<file path="config.mk">
export PLATFORM = sky130hd
export DESIGN_NAME = hamming_serial_decoder
export DESIGN_NICKNAME = d
export VERILOG_FILES = /design/src/rtl/hamming_pkg.sv /design/src/rtl/hamming_syndrome_calc.sv /design/src/rtl/hamming_serial_decoder.sv
export SDC_FILE = /design/constraint.sdc
export NUM_CORES = 1
export LEC_CHECK = 0
export BUFFER_PORTS_ARGS = -buffer_cell sky130_fd_sc_hd__buf_2
export CAP_MARGIN = 20
export CORE_UTILIZATION = 57
export CTS_BUF_LIST = sky130_fd_sc_hd__clkbuf_4 sky130_fd_sc_hd__clkbuf_8
export CTS_CLUSTER_SIZE = 16
export DETAILED_ROUTE_END_ITERATION = 10
export GPL_TIMING_DRIVEN = 1
export PLACE_DENSITY = 0.92
export REMOVE_ABC_BUFFERS = 1
export SLEW_MARGIN = 10
export SYNTH_ARGS = -nofsm -noshare
export SYNTH_HDL_FRONTEND = slang
export SYNTH_SLANG_ARGS = --single-unit
</file>
<file path="constraint.sdc">
create_clock -name clk -period 1.8 [get_ports clk]
set_input_delay 0.36 -clock clk [delete_from_list [all_inputs] [get_ports clk]]
set_output_delay 0.36 -clock clk [all_outputs]
set_load 0.05 [all_outputs]
</file>
<file path="src/rtl/hamming_pkg.sv">
// Shared types and elaboration-time helpers for the serial Hamming decoder.
package hamming_pkg;

  typedef enum logic [1:0] {
    SHIFT = 2'd0,
    CHECK = 2'd1,
    OUT   = 2'd2
  } state_t;

  function automatic bit is_pow2(input int unsigned v);
    return (v != 0) && ((v & (v - 1)) == 0);
  endfunction

  // Smallest parity count p with 2^p >= data_w + p + 1.
  function automatic int unsigned required_par_w(input int unsigned data_w);
    int unsigned p;
    p = 1;
    while ((1 << p) < data_w + p + 1) p++;
    return p;
  endfunction

  // 1-based codeword position holding data bit idx (non-power-of-two slots, ascending).
  function automatic int unsigned data_pos(input int unsigned idx);
    int unsigned pos;
    int unsigned seen;
    pos  = 0;
    seen = 0;
    for (int unsigned p = 1; p < 1024; p++) begin
      if (!is_pow2(p) && pos == 0) begin
        if (seen == idx) pos = p;
        seen++;
      end
    end
    return pos;
  endfunction

endpackage

</file>
<file path="src/rtl/hamming_syndrome_calc.sv">
// Combinational syndrome, overall parity, correction mask and data extraction.
// Build option: define SECDED_EN to interpret the last code bit as overall even parity.
module hamming_syndrome_calc
  import hamming_pkg::*;
#(
  parameter int DATA_W = 4,
  parameter int PAR_W  = 3,
  parameter int CODE_W = 7
) (
  input  logic [CODE_W-1:0] code,
  output logic [PAR_W-1:0]  syndrome,
  output logic [DATA_W-1:0] data,
  output logic              err_corrected,
  output logic              err_uncorrectable
);

  localparam int HAM_W = DATA_W + PAR_W;
  localparam logic [PAR_W:0] HAM_LIM = (PAR_W + 1)'(HAM_W);

  logic              in_range;
  logic              flip;
  logic [HAM_W-1:0]  mask;
  logic [HAM_W-1:0]  fixed;

  always_comb begin
    syndrome = '0;
    for (int k = 0; k < HAM_W; k++) begin
      for (int j = 0; j < PAR_W; j++) begin
        if ((((k + 1) >> j) & 1) != 0) syndrome[j] = syndrome[j] ^ code[k];
      end
    end
  end

  assign in_range = (syndrome != '0) && ({1'b0, syndrome} <= HAM_LIM);

  always_comb begin
    flip              = 1'b0;
    err_corrected     = 1'b0;
    err_uncorrectable = 1'b0;
`ifdef SECDED_EN
    // Odd overall parity means an odd number of flips; syndrome 0 blames the parity bit itself.
    if (^code) begin
      if (syndrome == '0) begin
        err_corrected = 1'b1;
      end else if (in_range) begin
        flip          = 1'b1;
        err_corrected = 1'b1;
      end else begin
        err_uncorrectable = 1'b1;
      end
    end else if (syndrome != '0) begin
      err_uncorrectable = 1'b1;
    end
`else
    if (syndrome != '0) begin
      if (in_range) begin
        flip          = 1'b1;
        err_corrected = 1'b1;
      end else begin
        err_uncorrectable = 1'b1;
      end
    end
`endif
  end

  always_comb begin
    mask = '0;
    for (int k = 0; k < HAM_W; k++) begin
      mask[k] = flip && ({1'b0, syndrome} == (PAR_W + 1)'(k + 1));
    end
  end

  assign fixed = code[HAM_W-1:0] ^ mask;

  for (genvar i = 0; i < DATA_W; i++) begin : g_extract
    localparam int POS = int'(data_pos(i));
    assign data[i] = fixed[POS-1];
  end

endmodule

</file>
<file path="src/rtl/hamming_serial_decoder.sv">
// Serial LSB-first Hamming receiver: shift, check, present on a valid/ready output.
// Build option: define SECDED_EN to receive and use one extra overall-parity bit.
module hamming_serial_decoder
  import hamming_pkg::*;
#(
  parameter int DATA_W = 4,
  parameter int PAR_W  = 3,
  parameter int CNT_W  = 8
) (
  input  logic              clk,
  input  logic              rst,
  input  logic              bit_in,
  input  logic              strobe_in,
  output logic              in_ready,
  input  logic              frame_abort,
  output logic [DATA_W-1:0] out_data,
  output logic              out_valid,
  input  logic              out_ready,
  output logic [PAR_W-1:0]  syndrome,
  output logic              err_corrected,
  output logic              err_uncorrectable,
  output logic              overrun,
  output logic [CNT_W-1:0]  corr_count,
  output logic [CNT_W-1:0]  uncorr_count
);

  localparam int HAM_W = DATA_W + PAR_W;
`ifdef SECDED_EN
  localparam int CODE_W = HAM_W + 1;
`else
  localparam int CODE_W = HAM_W;
`endif
  localparam int CNT_BITS = $clog2(CODE_W + 1);

  if (PAR_W < int'(required_par_w(DATA_W))) begin : g_par_check
    $error("PAR_W too small for DATA_W");
  end

  state_t                state_q, state_d;
  logic [CNT_BITS-1:0]   bit_cnt_q;
  logic [CODE_W-1:0]     code_q;
  logic                  take_bit;
  logic                  last_bit;
  logic [PAR_W-1:0]      calc_syn;
  logic [DATA_W-1:0]     calc_data;
  logic                  calc_corr;
  logic                  calc_uncorr;

  hamming_syndrome_calc #(
    .DATA_W(DATA_W),
    .PAR_W (PAR_W),
    .CODE_W(CODE_W)
  ) u_calc (
    .code             (code_q),
    .syndrome         (calc_syn),
    .data             (calc_data),
    .err_corrected    (calc_corr),
    .err_uncorrectable(calc_uncorr)
  );

  // Abort outranks a simultaneous strobe.
  assign take_bit = (state_q == SHIFT) && strobe_in && !frame_abort;
  assign last_bit = take_bit && (bit_cnt_q == CNT_BITS'(CODE_W - 1));

  always_ff @(posedge clk) begin
    if (rst) state_q <= SHIFT;
    else     state_q <= state_d;
  end

  always_comb begin
    state_d = state_q;
    case (state_q)
      SHIFT:   if (last_bit) state_d = CHECK;
      CHECK:   state_d = OUT;
      OUT:     if (out_ready) state_d = SHIFT;
      default: state_d = SHIFT;
    endcase
  end

  always_comb begin
    in_ready  = (state_q == SHIFT);
    out_valid = (state_q == OUT);
  end

  always_ff @(posedge clk) begin
    if (rst) begin
      bit_cnt_q         <= '0;
      code_q            <= '0;
      out_data          <= '0;
      syndrome          <= '0;
      err_corrected     <= 1'b0;
      err_uncorrectable <= 1'b0;
      overrun           <= 1'b0;
      corr_count        <= '0;
      uncorr_count      <= '0;
    end else begin
      if (strobe_in && state_q != SHIFT) overrun <= 1'b1;
      case (state_q)
        SHIFT: begin
          if (frame_abort) begin
            bit_cnt_q <= '0;
            code_q    <= '0;
          end else if (strobe_in) begin
            for (int k = 0; k < CODE_W; k++) begin
              if (bit_cnt_q == CNT_BITS'(k)) code_q[k] <= bit_in;
            end
            bit_cnt_q <= bit_cnt_q + 1'b1;
          end
        end
        CHECK: begin
          out_data          <= calc_data;
          syndrome          <= calc_syn;
          err_corrected     <= calc_corr;
          err_uncorrectable <= calc_uncorr;
          if (calc_corr && corr_count != '1)     corr_count   <= corr_count + 1'b1;
          if (calc_uncorr && uncorr_count != '1) uncorr_count <= uncorr_count + 1'b1;
        end
        OUT: begin
          if (out_ready) begin
            bit_cnt_q <= '0;
            code_q    <= '0;
          end
        end
        default: ;
      endcase
    end
  end

endmodule

</file>
==> results.sh, run 1 <==
export IMPL_p_seq_share_pct=46.9
export IMPL_fin_cells=314
export IMPL_cts_num_sinks=29
export IMPL_hp_class="input port to register"
export IMPL_p_total_uw=1430
export IMPL_dieWidth_um=59.7
export IMPL_critical_path_required_ns=2.07
export IMPL_clock_path_buffers=2
export IMPL_fmax_mhz=588
export IMPL_drtIter0Drc=101
export IMPL_post_route_period_util_pct=94.5
export IMPL_drv_cap=0
export IMPL_seq_area_frac_synth_pct=30.6
export IMPL_internal_power_uw=993
export IMPL_min_delay_start="strobe_in"
export IMPL_skew_ns=0.00950
export IMPL_holdPathStages=3
export IMPL_synth_most_common_cell="dfxtp_1"
export IMPL_synthCells=234
export IMPL_yosysTopAreaCell="dfxtp_1"
export IMPL_tritoncts="done"
export IMPL_vdd_drop_max_v=0.000368
export IMPL_synth_area_mm2=0.00189
export IMPL_layout_drive_gt1_share_pct=24.8
export IMPL_r2r_cells=5
export IMPL_globalplace_congestion=1.00
export IMPL_status="finished clean"
export IMPL_synthTopCellsByCount="dfxtp_1 (29), a21oi_1 (25), nor2_1 (25), nand2_1 (20), nand3_1 (11)"
export IMPL_design_area_mm2=0.00219
export IMPL_grt_pass1_vias=1539
export IMPL_slowest_stage="or4_1"
export IMPL_vias_per_cell=5.63
export IMPL_p_leak_uw=0.000932
export IMPL_wirelength_mm=4.11
export IMPL_io_pins=34
export IMPL_grt_max_degree=20
export IMPL_yosys_area_top_type_share_pct=30.6
export IMPL_die_h_um=59.7
export IMPL_worstSkewPairLatency_ns=0.34
export IMPL_drt_wirelength_per_cell_um=13.1
export IMPL_portBuffers=24
export IMPL_grt_pass1_wl_mm=6.60
export IMPL_p_per_area_mw_per_mm2=652
export IMPL_holdWs_ns=0.285
export IMPL_comb_power_share_pct=21.4
export IMPL_finalCriticalPeriod_ns=1.70
export IMPL_dp_final_hpwl_mm=3.03
export IMPL_cts_setup_buffers=0
export IMPL_synthTopCellsByArea="dfxtp_1 (31%), a21oi_1 (6.6%), nor2_1 (5.0%), mux2i_1 (4.2%), buf_4 (4.0%)"
export IMPL_cts_hold_buffers_added=0
export IMPL_min_to="state_q[0]"
export IMPL_path_class="register to register"
export IMPL_grt_total_usage_pct=25.0
export IMPL_cts_inserted_buffers=5
export IMPL_vias=1767
export IMPL_crit_fanout=9
export IMPL_antenna_found_initial=0
export IMPL_core_area_mm2=0.00310
export IMPL_route_detailed_drc=0
export IMPL_synth_edff_count=0
export IMPL_net_switching_power_uw=433
export IMPL_dp_cells=306
export IMPL_layout_nets=281
export IMPL_pwr_share_clk_pct=31.7
export IMPL_ctsHtreeMaxLevel=2
export IMPL_synth_area_per_cell_um2=8.10
export IMPL_root_buffer="clkbuf_4"
export IMPL_yosys_warnings=0
export IMPL_ys_ff_latch=29
export IMPL_switching_share_pct=30.4
export IMPL_synthArstFlopShare_pct=0
export IMPL_cp_end_kind="register"
export IMPL_cp_arrival_ns=1.97
export IMPL_num_rows=20
export IMPL_synthFlopType="dfxtp_1"
export IMPL_drt_pass1_iterations=4
export IMPL_grt_setup_unrepaired="no"
export IMPL_syn2layout_area_growth_pct=15.5
export IMPL_grt_overflow=0
export IMPL_setup_viol=0
export IMPL_finalWorstSetupSlack_ns=0.0989
export IMPL_start_kind="register"
export IMPL_r2r_end="corr_count[5]"
export IMPL_diodes=0
export IMPL_clk_pin_slew_worst_paths_ns=0.10
export IMPL_reg2reg_from="code_q[4]"
export IMPL_synth_distinct_cells=48
export IMPL_initial_core_util_pct=61.0
export IMPL_placed_cell_area_mm2=0.00210
export IMPL_rrSetupSlack_ns=0.1
export IMPL_dieArea_mm2=0.00356
export IMPL_place_ws_ns=-0.0507
export IMPL_drv_slew=0
export IMPL_worstPathCellList="xor2_4, xnor2_2, a21oi_4, or4_1, a21oi_1"
export IMPL_finalHoldViolations=0
export IMPL_crit_path_max_incr_delay_ns=0.51
export IMPL_drtAntennaViolNets=0
==> power by group through the flow <==
| stage | combinational, uW | sequential (uW) | clock [uW] |
|---|---|---|---|
| finish | 306 | 668 | 451 |
| global route | 331 | 670 | 501 |
| CTS | 294 | 668 | 457 |
| detailed placement | 291 | 683 | 0 |
| global placement | 283 | 682 | 0 |
| floorplan | 183 | 686 | 0 |
==> state kept, by name (all words and copies together), names as in the netlist <==
name / count
bit_cnt_q: 3
code_q: 7
corr_count: 8
err_corrected: 1
out_data: 4
overrun: 1
state_q: 2
syndrome: 3
==> final cells by class <==
class / instances / area (um^2)
Multi-Input combinational cell: 180 / 1170
Clock inverter: 1 / 5.00
Clock buffer: 7 / 65.1
Fill cell: 237 / 916
Sequential cell: 29 / 582
Timing Repair Buffer: 44 / 273
Tap cell: 44 / 55.1
Inverter: 9 / 33.8
==> cells by family after synthesis <==
logic type	count (synthesis)	synth area share (%)
other	1	0.198
flip-flops	29	30.6
multiplexers	10	5.81
AND/OR/NAND/NOR	94	24.6
XOR/XNOR	11	8.06
adder cells (fa/ha/maj)	6	3.96
AO/OA/AOI/OAI	50	16.8
buffers and inverters	33	9.91
==> worst max path at each step <==
stage	end	slack, ns	start	cells after the start
2_1_floorplan	code_q[6]	-0.15	state_q[1]	5
3_3_place_gp	corr_count[0]	0.03	code_q[4]	5
3_5_place_dp	corr_count[0]	-0.05	code_q[4]	5
4_1_cts	out_valid	0.04	state_q[1]	2
5_1_grt	corr_count[6]	0.005	code_q[6]	6
6_report	corr_count[5]	0.1	code_q[4]	5
==> metrics by stage <==
step	TNS [ns]	utilization [%]
2_1_floorplan	-1.37	-
3_3_place_gp	0	67.5
3_5_place_dp	-0.151	67.5
4_1_cts	0	69.9
5_1_grt	0	70.5
6_report	0	70.5
==> repair_timing <==
item / 4_1_cts / 5_1_grt
gates resized for setup: 2 / 4
pin swaps: 0 / 0
setup endpoints to repair: 7 / 5
==> metal layers <==
layer	share of wire (%)	up-vias	wire length [um]	GRT usage [%]
li1	-	872	-	-
met3	5.3	7	216	8.23
met5	0	-	0	0
met4	1.4	0	59	12.3
met2	48	64	1960	39.7
met1	46	824	1880	30.3
==> cell usage in the layout, fill, tap and decap left out, drive strengths merged, types with 3 or more instances in the layout <==
cell / instances
nand3: 11
a311oi: 3
xnor2: 7
nor2b: 4
buf: 43
o221ai: 3
xor2: 4
nand2: 20
conb: 9
a211oi: 3
nor3: 7
mux2i: 8
dfxtp: 29
ha: 6
clkbuf: 8
nor4: 4
or3: 5
nand2b: 5
a21oi: 26
o21ai: 6
nor2: 26
inv: 9
==> worst max-delay path: cells and delay by family, from the launching register on <==
family          cells  cell delay, ns
flops               1            0.50
xor+xnor            2            0.38
simple gates        1            0.51
compound gates      2            0.25
(Power assumes the default switching activity.)
==> inputs of run 2 (changes only) <==
ABC_AREA = 1   (was default)
PLACE_DENSITY = 0.93   (was 0.92)
clock period = 2.2 ns   (was 1.8 ns; I/O delays follow)
==> run 2 against run 1 <==
  * The run now ends with design-rule violations left
  * Die area fell by 9.5%
  * Largest power group unchanged
  * Critical endpoint unchanged
  * Critical path type unchanged
  * Setup slack improved by 0.35 ns
  * Clock power fell by 18%
  * Combinational power fell by 17%
  * Wire length fell by 14%
  * Critical path depth rose by 2
  * Sequential cell count did not move
  * Hold slack improved by 0.090 ns
  * Area after synthesis fell by 9.8%
==> results.sh, run 2 <==
export IMPL_status="finished, violations left"
export IMPL_violations="design-rule violations"
export IMPL_finalSetupTns_ns=0
export IMPL_final_common_cell="nand2_1"
export IMPL_setup_viol=0
export IMPL_globalplace_congestion=0.934
export IMPL_finalWorstSetupSlack_ns=0.454
export IMPL_rrSetupSlack_ns=0.45
export IMPL_net_switching_power_uw=388
export IMPL_synth_area_per_cell_um2=6.94
export IMPL_synth_area_mm2=0.00171
export IMPL_crit_path_max_incr_delay_ns=0.39
export IMPL_start_kind="register"
export IMPL_clk_pin_slew_worst_paths_ns=0.09
export IMPL_post_cts_resized=0
export IMPL_core_area_mm2=0.00281
export IMPL_synth_edff_count=0
export IMPL_cts_inserted_buffers=5
export IMPL_pwr_share_clk_pct=31.4
export IMPL_yosysTopAreaCell="dfxtp_1"
export IMPL_dieWidth_um=56.7
export IMPL_skew_ns=0.00464
export IMPL_grt_max_degree=25
export IMPL_grt_pass1_vias=1373
export IMPL_final_cell_mix="nand2_1 (52), inv_1 (31), dfxtp_1 (29), buf_2 (24), a21oi_1 (22)"
export IMPL_finalCriticalPeriod_ns=1.75
export IMPL_grt_pass1_wl_mm=6.07
export IMPL_comb_power_share_pct=21.5
export IMPL_finalHoldViolations=0
export IMPL_ctsHtreeMaxLevel=2
export IMPL_synth_most_common_cell="nand2_1"
export IMPL_critical_path_required_ns=2.46
export IMPL_synthArstFlopShare_pct=0
export IMPL_place_ws_ns=0.498
export IMPL_cp_end_kind="register"
export IMPL_root_buffer="clkbuf_4"
export IMPL_yosys_area_top_type_share_pct=34.0
export IMPL_tritoncts="done"
export IMPL_grt_setup_unrepaired="no"
export IMPL_synthCells=246
export IMPL_drtIter0Drc=68
export IMPL_wirelength_mm=3.55
export IMPL_seq_area_frac_synth_pct=34.0
export IMPL_diodes=0
export IMPL_hp_class="input port to register"
export IMPL_largest_reg_flops=8
export IMPL_io_pins=34
export IMPL_drv_cap=0
export IMPL_slowest_stage="dfxtp_1"
export IMPL_critical_path_most_common_cell="nand3_1"
export IMPL_holdWs_ns=0.374
export IMPL_vdd_drop_max_v=0.000475
export IMPL_synth_distinct_cells=25
export IMPL_drv_slew=0
export IMPL_synthTopCellsByArea="dfxtp_1 (34%), nand2_1 (11%), inv_1 (6.8%), a21oi_1 (6.4%), o21ai_0 (5.3%)"
export IMPL_reg_top3="corr_count x8, code_q x7, out_data x4"
export IMPL_grt_total_usage_pct=24.5
export IMPL_cts_num_sinks=29
export IMPL_initial_core_util_pct=60.9
export IMPL_ys_ff_latch=29
export IMPL_yosys_warnings=0
export IMPL_worstPathCellList="ha_1, nand3_1, nor2_1, nand3_1, nand3_4, nand2_1, a21oi_1"
export IMPL_cts_setup_buffers=0
export IMPL_drt_wirelength_per_cell_um=11.7
export IMPL_cp_arrival_ns=2.00
export IMPL_path_class="register to register"
export IMPL_fill_cells=252
export IMPL_syn2layout_area_growth_pct=10.3
export IMPL_cts_hold_buffers_added=0
export IMPL_vias_per_cell=5.25
export IMPL_synthFlopType="dfxtp_1"
export IMPL_drtAntennaViolNets=0
export IMPL_regMostFlops="corr_count"
export IMPL_layout_drive_gt1_share_pct=19.0
export IMPL_num_rows=19
export IMPL_p_leak_uw=0.000923
export IMPL_clock_path_buffers=2
export IMPL_worstSkewPairLatency_ns=0.33
export IMPL_route_detailed_drc=3
export IMPL_die_h_um=56.7
export IMPL_dieArea_mm2=0.00322
export IMPL_p_seq_share_pct=47.0
export IMPL_antenna_found_initial=0
export IMPL_crit_fanout=9
export IMPL_vias=1596
export IMPL_dp_final_hpwl_mm=2.56
export IMPL_post_route_period_util_pct=79.4
export IMPL_fmax_mhz=573
export IMPL_finish_utilization_pct=67.2
export IMPL_p_per_area_mw_per_mm2=626
export IMPL_drt_pass1_iterations=7
export IMPL_portBuffers=24
export IMPL_layout_nets=284
export IMPL_internal_power_uw=792
export IMPL_switching_share_pct=32.9
export IMPL_synthTopCellsByCount="nand2_1 (52), inv_1 (31), dfxtp_1 (29), a21oi_1 (22), nor2_1 (19)"
export IMPL_grt_overflow=0
==> run 2: area by class of cell <==
type / instances / area (um^2) / area share [%]
multi-input cells: 177 / 937 / 49.7
flip-flops and latches: 29 / 581 / 30.8
inverters: 34 / 130 / 6.91
repair buffers: 25 / 128 / 6.77
clock buffers: 7 / 65.1 / 3.45
well taps: 31 / 38.8 / 2.06
clock inverters: 1 / 5.00 / 0.266
==> run 2: worst paths after layout <==
kind                                    start             to  depth (start not counted)
worst max-delay path            corr_count[1]  corr_count[5]                          7
worst min-delay path                out_ready     state_q[1]                          4
worst max register to register  corr_count[1]  corr_count[5]                          7
worst min register to register  err_corrected  err_corrected                          2
==> run 2: per-stage QoR <==
step / cell area, um^2 / total power (uW) / cells
after floorplan: 1650 / 772 / 240
after global routing: 1880 / 1240 / 304
after detailed placement: 1810 / 819 / 296
after global placement: 1810 / 809 / 296
final: 1880 / 1180 / 304
after CTS: 1880 / 1180 / 304
==> run 2: power by group through the flow <==
stage                     Sequential (uW)  Combinational [uW]  Clock [uW]
after floorplan                       565                 207           0
after global placement                566                 243           0
after detailed placement              567                 251           0
after CTS                             555                 253         373
after global routing                  558                 284         403
final                                 555                 254         371
==> run 2: logic make-up (layout without fill, tap and decap cells) <==
kind of cell	Yosys count	count (layout)	synth area share (%)
xor+xnor	5	5	2.56
buf+inv	48	67	12.9
flops	29	29	34.0
compound gates	45	45	13.8
simple gates	112	112	32.1
fa+ha+maj	6	6	4.40
other cells	1	9	0.220
==> run 2: layer usage <==
metal | global-route usage (%) | part of all wire, %
met2 | 40.1 | 50
met3 | 6.45 | 4.0
met1 | 30.1 | 45
met5 | 0 | 0
met4 | 10.5 | 1.5
==> run 2: worst max-delay path: cells and delay by family (launching register included) <==
family,cells,cell delay [ns]
AND/OR/NAND/NOR,5,0.90
flip-flops,1,0.39
AO/OA/AOI/OAI,1,0.15
adder cells (fa/ha/maj),1,0.23
